$ cat src/rtl/cacheline_burst_adapter.sv
// Bridges single-cycle cache line requests to four-beat memory bursts.
// Read beats are assembled into line_o and write beats are streamed out of a latched buffer.
module cacheline_burst_adapter #(
    parameter int s_offset = 5,
    parameter int burst_w  = 64
) (
    input  logic                        clk,
    input  logic                        rst,
    input  logic [(8<<s_offset)-1:0]    line_i,
    output logic [(8<<s_offset)-1:0]    line_o,
    input  logic [31:0]                 address_i,
    input  logic                        read_i,
    input  logic                        write_i,
    output logic                        resp_o,
    input  logic [burst_w-1:0]          burst_i,
    output logic [burst_w-1:0]          burst_o,
    output logic [31:0]                 address_o,
    output logic                        read_o,
    output logic                        write_o,
    input  logic                        resp_i
);

    localparam int LINE_W = 8 << s_offset;
    localparam int BEATS  = LINE_W / burst_w;
    localparam int CNT_W  = (BEATS > 1) ? $clog2(BEATS) : 1;
    localparam logic [CNT_W-1:0] LAST_BEAT = CNT_W'(BEATS - 1);

    localparam logic [1:0] ST_IDLE  = 2'd0;
    localparam logic [1:0] ST_READ  = 2'd1;
    localparam logic [1:0] ST_WRITE = 2'd2;
    localparam logic [1:0] ST_DONE  = 2'd3;

    logic [1:0]        state_q, state_d;
    logic [CNT_W-1:0]  cnt_q, cnt_d;
    logic [31:0]       addr_q, addr_d;
    logic [LINE_W-1:0] wbuf_q, wbuf_d;
    logic [LINE_W-1:0] line_q, line_d;

    // Offset bits of the request address never reach memory; the burst is line aligned.
    logic unused_addr_bits;
    assign unused_addr_bits = ^address_i[s_offset-1:0];

    always_comb begin
        state_d = state_q;
        cnt_d   = cnt_q;
        addr_d  = addr_q;
        wbuf_d  = wbuf_q;
        line_d  = line_q;
        case (state_q)
            ST_IDLE: begin
                if (read_i || write_i) begin
                    state_d = read_i ? ST_READ : ST_WRITE;
                    addr_d  = {address_i[31:s_offset], {s_offset{1'b0}}};
                    wbuf_d  = line_i;
                    cnt_d   = '0;
                end
            end
            ST_READ: begin
                if (resp_i) begin
                    line_d[int'(cnt_q)*burst_w +: burst_w] = burst_i;
                    cnt_d = cnt_q + CNT_W'(1);
                    if (cnt_q == LAST_BEAT) begin
                        state_d = ST_DONE;
                    end
                end
            end
            ST_WRITE: begin
                if (resp_i) begin
                    cnt_d = cnt_q + CNT_W'(1);
                    if (cnt_q == LAST_BEAT) begin
                        state_d = ST_DONE;
                    end
                end
            end
            ST_DONE: begin
                state_d = ST_IDLE;
            end
            default: begin
                state_d = ST_IDLE;
            end
        endcase
    end

    always_ff @(posedge clk or posedge rst) begin
        if (rst) begin
            state_q <= ST_IDLE;
            cnt_q   <= '0;
            addr_q  <= '0;
            wbuf_q  <= '0;
            line_q  <= '0;
        end else begin
            state_q <= state_d;
            cnt_q   <= cnt_d;
            addr_q  <= addr_d;
            wbuf_q  <= wbuf_d;
            line_q  <= line_d;
        end
    end

    // Memory-side strobes depend only on registered state, never on the cache request.
    always_comb begin
        read_o    = (state_q == ST_READ);
        write_o   = (state_q == ST_WRITE);
        resp_o    = (state_q == ST_DONE);
        address_o = addr_q;
        line_o    = line_q;
        burst_o   = '0;
        if (state_q == ST_WRITE) begin
            burst_o = wbuf_q[int'(cnt_q)*burst_w +: burst_w];
        end
    end

endmodule
$ cat config.mk
export PLATFORM = sky130hd
export DESIGN_NAME = cacheline_burst_adapter
export DESIGN_NICKNAME = d
export VERILOG_FILES = /design/src/rtl/cacheline_burst_adapter.sv
export SDC_FILE = /design/constraint.sdc
export NUM_CORES = 1
export LEC_CHECK = 0
export ABC_AREA = 0
export CAP_MARGIN = 20
export CORE_AREA = 2 2 279 281
export DETAILED_ROUTE_END_ITERATION = 10
export DIE_AREA = 0 0 281 283
export PLACE_DENSITY = 0.56
export RECOVER_POWER = 100
export SLEW_MARGIN = 20
export SYNTH_ARGS = -nofsm -noshare
export SYNTH_HDL_FRONTEND = slang
export SYNTH_SLANG_ARGS = --single-unit
$ cat constraint.sdc
create_clock -name clk -period 20.3 [get_ports clk]
set_input_delay 4.06 -clock clk [delete_from_list [all_inputs] [get_ports clk]]
set_output_delay 4.06 -clock clk [all_outputs]
set_load 0.1 [all_outputs]
======== After elaboration in Yosys (flattened, before gate mapping) ========
Cells that the tools add are included.
word-level totals
  logic and storage cells ................. 35
  register bits ........................... 543
operators by class
  shift operators ......................... 3
  $add $sub $neg .......................... 2
  equality and inequality tests ........... 7
  mux-type cells .......................... 10
  reduce and logical (&&, ||, !) cells .... 8
operators by type and width
  cell                         number
  $bwmux W256                  1
  $shift A64 B33 Y256 const A  1
  $shiftx A256 B9 Y64          1
  $shiftx A64 B33 Y256         1
  $mux W64                     1
  $neg A8 Y33                  1
  $mux W2                      6
  $eq A2 B2 Y1 const B         3
  $pmux W2 S3                  1
  $reduce_and A3 Y1            2
  $ne A2 B1 Y1 const B         2
  $pmux W2 S2                  1
  $reduce_and A2 Y1            2
  $add A2 B1 Y2 const B        1
  $eq A2 B1 Y1 const B         1
  $logic_not A2 Y1             1
  $ne A2 B2 Y1 const B         1
  $reduce_bool A2 Y1           1
  $reduce_or A2 Y1             1
  $logic_or A1 B1 Y1           1

======== Logic depth before layout (Yosys ltp) ========
Gate-level depths: netlist (run 1).
  depth in word-level cells ............... 4
  depth in mapped cells ................... 10
  mapped depth without buffers ............ 5

======== Worst setup path before layout (run 1) ========
OpenSTA, ideal clock, no wires.
  kind .................................... register -> output
  start point ............................. register cnt_q[1]
  end point ............................... output port burst_o[14]
  path slack .............................. 14.325 ns
  arrival ................................. 1.915 ns
  stages on the path, launching flop included .. 5
  required time ........................... 16.240 ns
  cells stage by stage .................... dfrtp_1 buf_2 clkbuf_1 mux4_2 and2_1
on the way
  longest elaborated chain between the ends .. 2
RTL lines
  item                    line  text
  from (decl)             34    logic [CNT_W-1:0] cnt_q, cnt_d;
  from (signal assigned)  93    cnt_q <= cnt_d;
  $shiftx A256 B9 Y64     109   burst_o = wbuf_q[int'(cnt_q)*burst_w +: burst_w];
  $mux W64                108   if (state_q == ST_WRITE) begin
  to (decl)               16    output logic [burst_w-1:0] burst_o,
Every way passes these cells.

======== Worst setup path in the final report (run 1) ========
  start point ............................. input port read_i
  end point ............................... register wbuf_q[154]
on the way
  longest elaborated chain between the ends .. 2
RTL lines
  item                         line  text
  from (decl)                  12    input logic read_i,
  $logic_or A1 B1 Y1           51    if (read_i || write_i) begin
  $reduce_and A2 Y1 (no line)  n/a
  to (signal assigned)         95    wbuf_q <= wbuf_d;
  to (decl)                    36    logic [LINE_W-1:0] wbuf_q, wbuf_d;
Every way passes these cells.
A chain may end at the register's enable or synchronous reset.

==> summary.log, run 1 <==
qor: worst_setup_path.worstPathRequired 20.78 ns
qor: synth.syn-instance-count 1684
qor: floorplan.fp-row-count 102
qor: floorplan.die-height 283 um
qor: drt.count_of_unresolved_drc_violations_after_routing 0
qor: worst_setup_path.cp-end-kind flip-flop
qor: cts.cts_tree built
qor: synth.post_synthesis_cell_type_with_the_largest_combined_area sky130_fd_sc_hd__dfrtp_1
qor: global_routing.globalRouteOverflowTotal 0
qor: floorplan.initial_utilization 29.5%
qor: global_routing.grt_pass1_wl 108000 um
qor: synth.syn-cell-area 22600 sq um
qor: worst_setup_path.ff2ff_setup_slack 11.46 ns
qor: cells_and_area.area_growth_syn_to_layout 42.9%
qor: place.globalplace.congestion 0.788
qor: synth.synthesis.area_per_instance 13.4 sq um
qor: synth.synth_async_sr_flop_share 100%
qor: cells_and_area.post-route-util 42.1%
qor: sta.finalHoldViolations 0
qor: synth.synth_edf_count 0
qor: hold_path.timing.hold.worst.class reg -> reg
qor: sta.final_report_max_slew_violation_count 1034
qor: worst_setup_path.critical_path.max_fanout 73
qor: cts.h-tree-depth 2
qor: place.place.port_buffers 701
qor: floorplan.die_w 281 um
qor: global_routing.grt_usage 17.8%
qor: sta.max-slew-margin-rel -278%
qor: synth.post_synth_num_cell_types 27
qor: cts.clock_latency 0.62 ns
qor: sta.skew 0.0217 ns
qor: sta.achievable-frequency 76.1 MHz
qor: synth.synth.yosys.seq_area_share 60.1%
qor: place.detailed_placer_s_ending_hpwl 51100 um
qor: synth.synth.yosys.warnings 0
qor: sta.clock_period_minus_worst_slack 13.13 ns
qor: worst_setup_path.startpoint read_i
qor: place.placedCellCount 3320
qor: synth.dominantRegCellSynth sky130_fd_sc_hd__dfrtp_1
qor: drt.detailedRoute.firstPassIterationCount 5
qor: sta.setup_tns 0 ns
qor: cts.cts.repair_timing.setup_buffer_count 0
qor: floorplan.ioPinCount 712
qor: sta.min_setup_slack_post_route 7.17 ns
qor: worst_setup_path.arrival_time_worst_endpoint 13.61 ns
qor: floorplan.die_ar 79500 sq um
qor: drt.drt-wirelength-per-cell 21.1 um
qor: worst_setup_path.r2r.worst_path.cells 7
qor: run_status.violations capacitance limit, slew limit
qor: cts.cts_max_path_buffers 3
qor: drt.route.vias.total 16085
qor: cts.worst_setup_hold_path_clk_slew 0.06 ns
qor: sta.tightest_slew 5.64 ns
qor: synth.ys_ff_latch 543
qor: cells_and_area.final-instance-count-excl-fill 3439
qor: drt.drtIter0Drc 805
qor: cts.postCtsResizedCells 0
qor: run.timing.max_cap.violations 16
qor: worst_setup_path.cp-endpoint wbuf_q[154]$_DFFE_PP0P_
qor: drt.antenna_violating_nets_post_route 0
qor: drt.via_per_inst 4.68
qor: place.dpl_worst_slack 12.54 ns
qor: pwr.vdd_drop_max 0.126 mV
qor: cells_and_area.layout.cell_area.non_filler 32300 sq um
qor: cells_and_area.post_route_cells_drive_above_1_share 19.2%
qor: cts.postCtsHoldBufs 0
qor: place.placement.cell_area 30400 sq um
qor: sta.grt_setup_unrepaired no
qor: synth.post-synth-top-count-cell sky130_fd_sc_hd__dfrtp_1
qor: pwr.power 5.90 mW
qor: worst_setup_path.critPathLaunchType primary input
qor: synth.synth_area_leaders sky130_fd_sc_hd__dfrtp_1, sky130_fd_sc_hd__mux2_2, sky130_fd_sc_hd__mux4_2
qor: synth.yosys.area.top_type_share 60.1%
qor: cts.cts.sink_count 543
qor: run_status.outcome finished, violations left
qor: sta.hold-worst-slack 0.472 ns
qor: worst_setup_path.worst_path_class_setup in -> reg
qor: pwr.power_density 183 nW/um^2
qor: sta.setup_viol 0
qor: global_routing.first_global_vias 17003
qor: synth.ys_top_cells_by_count sky130_fd_sc_hd__dfrtp_1, sky130_fd_sc_hd__nand2_1, sky130_fd_sc_hd__mux2_2, sky130_fd_sc_hd__a22o_1, sky130_fd_sc_hd__o21ai_1
qor: worst_setup_path.worst_r2r_endpoint wbuf_q[154]$_DFFE_PP0P_
qor: global_routing.grt_max_degree 165
qor: pwr.p_leak 14.3 nW
qor: cts.cts-root-buf sky130_fd_sc_hd__clkbuf_16
qor: global_routing.antenna_found_initial 24
qor: sta.min_period_over_period 64.7%
qor: worst_setup_path.reg2reg_start state_q[0]$_DFFE_PP0P_
qor: floorplan.core-area 76700 sq um
qor: cells_and_area.fin_nets 2713
qor: drt.routed_wirelength 72400 um
qor: cts.numCtsBuffers 60
-- layer usage --
layer / wire, um / vias to the layer above / GRT usage [%]
li1: - / 7256 / -
met1: 27300 / 8042 / 20.5
met2: 34700 / 610 / 29.5
met3: 7730 / 147 / 7.67
met4: 2510 / 30 / 6.22
met5: 207 / - / 0
-- worst min path at each step --
stage / start / endpoint / slack, ns / cells past startpoint
global placement: line_o[91]$_DFFE_PP0P_ / line_o[91]$_DFFE_PP0P_ / 0.46 / 2
global route: line_o[176]$_DFFE_PP0P_ / line_o[176]$_DFFE_PP0P_ / 0.50 / 2
detailed placement: line_o[114]$_DFFE_PP0P_ / line_o[114]$_DFFE_PP0P_ / 0.47 / 2
CTS: line_o[84]$_DFFE_PP0P_ / line_o[84]$_DFFE_PP0P_ / 0.48 / 2
floorplan: wbuf_q[128]$_DFFE_PP0P_ / wbuf_q[128]$_DFFE_PP0P_ / 0.47 / 1
finish: line_o[94]$_DFFE_PP0P_ / line_o[94]$_DFFE_PP0P_ / 0.47 / 2
-- worst max-delay path, stage by stage --
cell	delay (ns)
sky130_fd_sc_hd__dlygate4sd3_1	0.58
sky130_fd_sc_hd__o21ai_0	2.04
sky130_fd_sc_hd__clkbuf_1	2.83
sky130_fd_sc_hd__clkbuf_1	1.04
sky130_fd_sc_hd__clkbuf_1	2.46
sky130_fd_sc_hd__mux2_2	0.50
-- kinds of logic (layout without fill, tap and decap cells) --
family / count (synthesis) / count (layout) / synth area share [%]
adder cells (fa/ha/maj): 13 / 13 / 0.720
AND/OR/NAND/NOR: 378 / 378 / 7.41
multiplexers: 352 / 352 / 20.7
AO/OA/AOI/OAI: 260 / 260 / 7.58
other: 1 / 14 / 0.0166
buffers and inverters: 137 / 839 / 3.43
flip-flops: 543 / 543 / 60.1
-- layout by cell type, fill, tap and decap left out, types with 14 or more instances in the layout --
cell type,Yosys,layout
sky130_fd_sc_hd__a22o_1,108,108
sky130_fd_sc_hd__nand2_1,302,303
sky130_fd_sc_hd__mux4_2,64,64
sky130_fd_sc_hd__mux2_2,283,283
sky130_fd_sc_hd__dlygate4sd3_1,0,350
sky130_fd_sc_hd__clkbuf_1,41,30
sky130_fd_sc_hd__clkbuf_16,0,61
sky130_fd_sc_hd__and2_1,64,64
sky130_fd_sc_hd__clkbuf_8,0,14
sky130_fd_sc_hd__o21ai_0,49,146
sky130_fd_sc_hd__dfrtp_1,543,541
sky130_fd_sc_hd__clkdlybuf4s50_1,0,349
-- registers in the layout, summed over array words and instances, names as in the netlist --
signal and count:
wbuf_q 256, state_q 2, address_o 27, cnt_q 2, line_o 256
-- report_power, final --
group | switching (mW) | leakage, nW | internal [mW]
Sequential | 0.229 | 6.92 | 1.49
Combinational | 2.12 | 6.36 | 0.975
Clock | 0.453 | 0.971 | 0.639
Total | 2.80 | 14.3 | 3.11
-- cell type report --
cell class / instances / area [sq um]
clock inverter: 21 / 206
clock buffer: 88 / 1770
inverter: 7 / 27.5
sequential: 543 / 13600
antenna: 9 / 22.5
multi-input combinational: 1008 / 8250
timing repair buffer: 723 / 7130
tap: 1040 / 1300
fill: 7134 / 44400
Note: power is estimated with default switching activity, not from simulation.
==> run 2, diff against run 1 <==
--- a/config.mk
+++ b/config.mk
@@ -10,7 +10,7 @@
 export CORE_AREA = 2 2 279 281
 export DETAILED_ROUTE_END_ITERATION = 10
 export DIE_AREA = 0 0 281 283
-export PLACE_DENSITY = 0.56
+export PLACE_DENSITY = 0.54
 export RECOVER_POWER = 100
 export SLEW_MARGIN = 20
 export SYNTH_ARGS = -nofsm -noshare
==> constraint.sdc (replaced) <==
create_clock -name clk -period 13.7 [get_ports clk]
set_input_delay 2.74 -clock clk [delete_from_list [all_inputs] [get_ports clk]]
set_output_delay 2.74 -clock clk [all_outputs]
set_load 0.1 [all_outputs]
==> run 2 against run 1 <==
Against the previous run: the flow still finishes with violations (capacitance limit, slew limit); largest cell class unchanged; sequential cell count stayed put; utilization up 0.31 points; sequential share of layout area is 0.31 points lower; register-to-register slack worse by 4.3 ns; first-iteration DRC count shrank 25%; critical path depth is 1 lower.
==> summary.log, run 2 (synthesized netlist as in run 1, its figures left out) <==
qor: cells_and_area.fin_nets 2720 [+0.26%]
qor: floorplan.die_ar 79500 sq um [unchanged]
qor: cts.numCtsBuffers 67 [+12%]
qor: sta.min_setup_slack_post_route 4.50 ns [-2.66 ns]
qor: sta.max-slew-margin-rel -208% [+69 points]
qor: floorplan.core-area 76700 sq um [unchanged]
qor: cells_and_area.post-route-util 42.4% [+0.31 points]
qor: place.placement.cell_area 30500 sq um [about the same]
qor: cells_and_area.layout.cell_area.non_filler 32500 sq um [+0.74%]
qor: worst_setup_path.cp_num_cells 5 [-1]
qor: sta.finalHoldViolations 0 [unchanged]
qor: floorplan.fp-row-count 102 [unchanged]
qor: cts.clock_latency 0.60 ns [-0.02 ns]
qor: run_status.violations capacitance limit, slew limit
qor: cells_and_area.final_common_cell sky130_fd_sc_hd__dfrtp_1
qor: cells_and_area.fill_cells 7073 [-0.86%]
qor: floorplan.die_w 281 um [unchanged]
qor: pwr.power_density 274 nW/um^2 [+50%]
qor: worst_setup_path.critical_path.max_fanout 187 [+160%]
qor: pwr.power 8.91 mW [+51%]
qor: drt.detailedRoute.firstPassIterationCount 4 [-1]
qor: pwr.p_leak 14.4 nW [+0.93%]
qor: drt.antenna_violating_nets_post_route 0 [unchanged]
qor: pwr.vdd_drop_max 0.191 mV [+52%]
qor: drt.drt-wirelength-per-cell 21.6 um [+2.6%]
qor: sta.setup_tns 0 ns [unchanged]
qor: sta.achievable-frequency 109 MHz
qor: cells_and_area.final_cell_mix sky130_fd_sc_hd__dfrtp_1, sky130_fd_sc_hd__dlygate4sd3_1, sky130_fd_sc_hd__clkdlybuf4s50_1
qor: cells_and_area.sequential_cell_area 13600 sq um [unchanged]
qor: worst_setup_path.worst_path_max_delay_cell sky130_fd_sc_hd__clkbuf_2
qor: place.detailed_placer_s_ending_hpwl 52700 um [+3.2%]
qor: worst_setup_path.worstPathRequired 14.18 ns [-6.60 ns]
qor: cells_and_area.post_route_cells_drive_above_1_share 19.8% [+0.58 points]
qor: sta.final_report_max_slew_violation_count 884 [-15%]
qor: worst_setup_path.worst_path_class_setup in -> reg
qor: place.place.port_buffers 701 [unchanged]
qor: global_routing.grt_pass1_wl 112000 um [+3.4%]
qor: drt.drtIter0Drc 605 [-25%]
qor: worst_setup_path.path_buf_inv 3 [-1]
qor: hold_path.timing.hold.worst.class reg -> reg
qor: worst_setup_path.cpLargestDelayFamily buffers and inverters
qor: sta.skew 0.0166 ns [-0.00507 ns]
qor: worst_setup_path.cp-end-kind flip-flop
qor: drt.via_per_inst 4.67 [-0.22%]
qor: drt.routed_wirelength 74600 um [+2.9%]
qor: floorplan.die-height 283 um [unchanged]
qor: worst_setup_path.arrival_time_worst_endpoint 9.68 ns [-3.93 ns]
qor: floorplan.ioPinCount 712 [unchanged]
qor: global_routing.grt_max_degree 188 [+14%]
qor: cts.worst_setup_hold_path_clk_slew 0.05 ns [about the same]
qor: global_routing.antenna_found_initial 24 [unchanged]
qor: worst_setup_path.crit_chain dlygate4sd3_1 -> o21ai_0 -> clkbuf_2 -> buf_6 -> mux2_2
qor: sta.clock_period_minus_worst_slack 9.20 ns
qor: place.globalplace.congestion 0.810 [+2.8%]
qor: global_routing.grt_usage 18.6% [+0.76 points]
qor: worst_setup_path.critPathLaunchType primary input
qor: worst_setup_path.r2r.worst_path.cells 6 [-1]
qor: drt.route.vias.total 16096 [+0.068%]
qor: run_status.outcome finished, violations left
qor: global_routing.globalRouteOverflowTotal 0 [unchanged]
qor: drt.count_of_unresolved_drc_violations_after_routing 0 [unchanged]
qor: cts.cts_max_path_buffers 3 [unchanged]
qor: run.timing.max_cap.violations 14 [-2]
qor: sta.tightest_slew 4.63 ns [-1.01 ns]
qor: cts.cts-root-buf sky130_fd_sc_hd__clkbuf_16
qor: sta.grt_setup_unrepaired no
qor: cts.postCtsHoldBufs 0 [unchanged]
qor: cts.cts.sink_count 543 [unchanged]
qor: cells_and_area.area_growth_syn_to_layout 44.0%
qor: cts.cts.repair_timing.setup_buffer_count 0 [unchanged]
qor: place.dpl_worst_slack 7.24 ns [-5.31 ns]
qor: cells_and_area.multi_input_area 8250 sq um [unchanged]
qor: hold_path.worstHoldPathCells 2 [unchanged]
qor: worst_setup_path.critical_path.max_stage_delay 3.32 ns [+0.49 ns]
qor: cts.h-tree-depth 3 [+1]
qor: global_routing.first_global_vias 17272 [+1.6%]
qor: cts.postCtsResizedCells 0 [unchanged]
qor: sta.min_period_over_period 67.1%
qor: sta.setup_viol 0 [unchanged]
qor: cts.cts_tree built
qor: floorplan.initial_utilization 29.5% [unchanged]
==> run 2: cell types whose count changed in the layout (fill, tap and decap cells not counted), moves of 2 or more <==
cell / delta
sky130_fd_sc_hd__buf_2: +2
sky130_fd_sc_hd__bufinv_16: -2
sky130_fd_sc_hd__clkbuf_1: -3
sky130_fd_sc_hd__clkbuf_16: +8
sky130_fd_sc_hd__clkinv_2: +4
sky130_fd_sc_hd__clkinv_4: -3
sky130_fd_sc_hd__inv_16: +3
sky130_fd_sc_hd__inv_6: -2
==> run 2: layout make-up <==
type	instances	share of cell area [%]
multi-input combinational	1008	25.3
clock buffer	97	6.09
antenna	8	0.0615
timing repair buffer	723	21.9
inverter	7	0.0923
tap	1040	4.00
clock inverter	23	0.704
sequential	543	41.8
==> run 2: worst paths after layout <==
kind | slack, ns | endpoint | start
hold reg to reg | 0.47 | line_o[217]$_DFFE_PP0P_ | line_o[217]$_DFFE_PP0P_
setup reg to reg | 7.21 | wbuf_q[233]$_DFFE_PP0P_ | state_q[1]$_DFFE_PP0P_
setup / recovery | 4.50 | wbuf_q[233]$_DFFE_PP0P_ | read_i
min in group asynchronous | 3.80 | line_o[241]$_DFFE_PP0P_ | rst
max in group asynchronous | 4.79 | wbuf_q[26]$_DFFE_PP0P_ | rst
hold / removal | 0.47 | line_o[217]$_DFFE_PP0P_ | line_o[217]$_DFFE_PP0P_
==> run 2: metal layers <==
layer | global-route usage (%) | part of all wire (%) | up-vias
met5 | 0 | 0.27 | -
met4 | 5.12 | 2.4 | 34
met3 | 7.70 | 10 | 135
met2 | 31.6 | 49 | 588
met1 | 21.4 | 38 | 8076
li1 | - | - | 7263
==> run 2: stage by stage <==
stage          hold WS (ns)  cells
2_1_floorplan         0.474   1688
3_3_place_gp          0.463   3321
3_5_place_dp          0.469   3321
4_1_cts               0.482   3441
5_1_grt               0.495   3443
6_report              0.470   3449
==> run 2: where the power goes <==
| part | internal, mW | switching (mW) | total, mW |
|---|---|---|---|
| sequential | 2.21 | 0.341 | 2.55 |
| combinational | 1.46 | 3.15 | 4.60 |
| clock | 1.04 | 0.721 | 1.76 |
==> run 2: worst register-to-register path, cell delays in order (launching register included) <==
cell and delay, ns:
sky130_fd_sc_hd__dfrtp_1 0.45, sky130_fd_sc_hd__inv_1 0.13, sky130_fd_sc_hd__ha_1 0.23, sky130_fd_sc_hd__o21ai_0 0.68, sky130_fd_sc_hd__clkbuf_2 3.33, sky130_fd_sc_hd__buf_6 1.01, sky130_fd_sc_hd__mux2_2 0.55
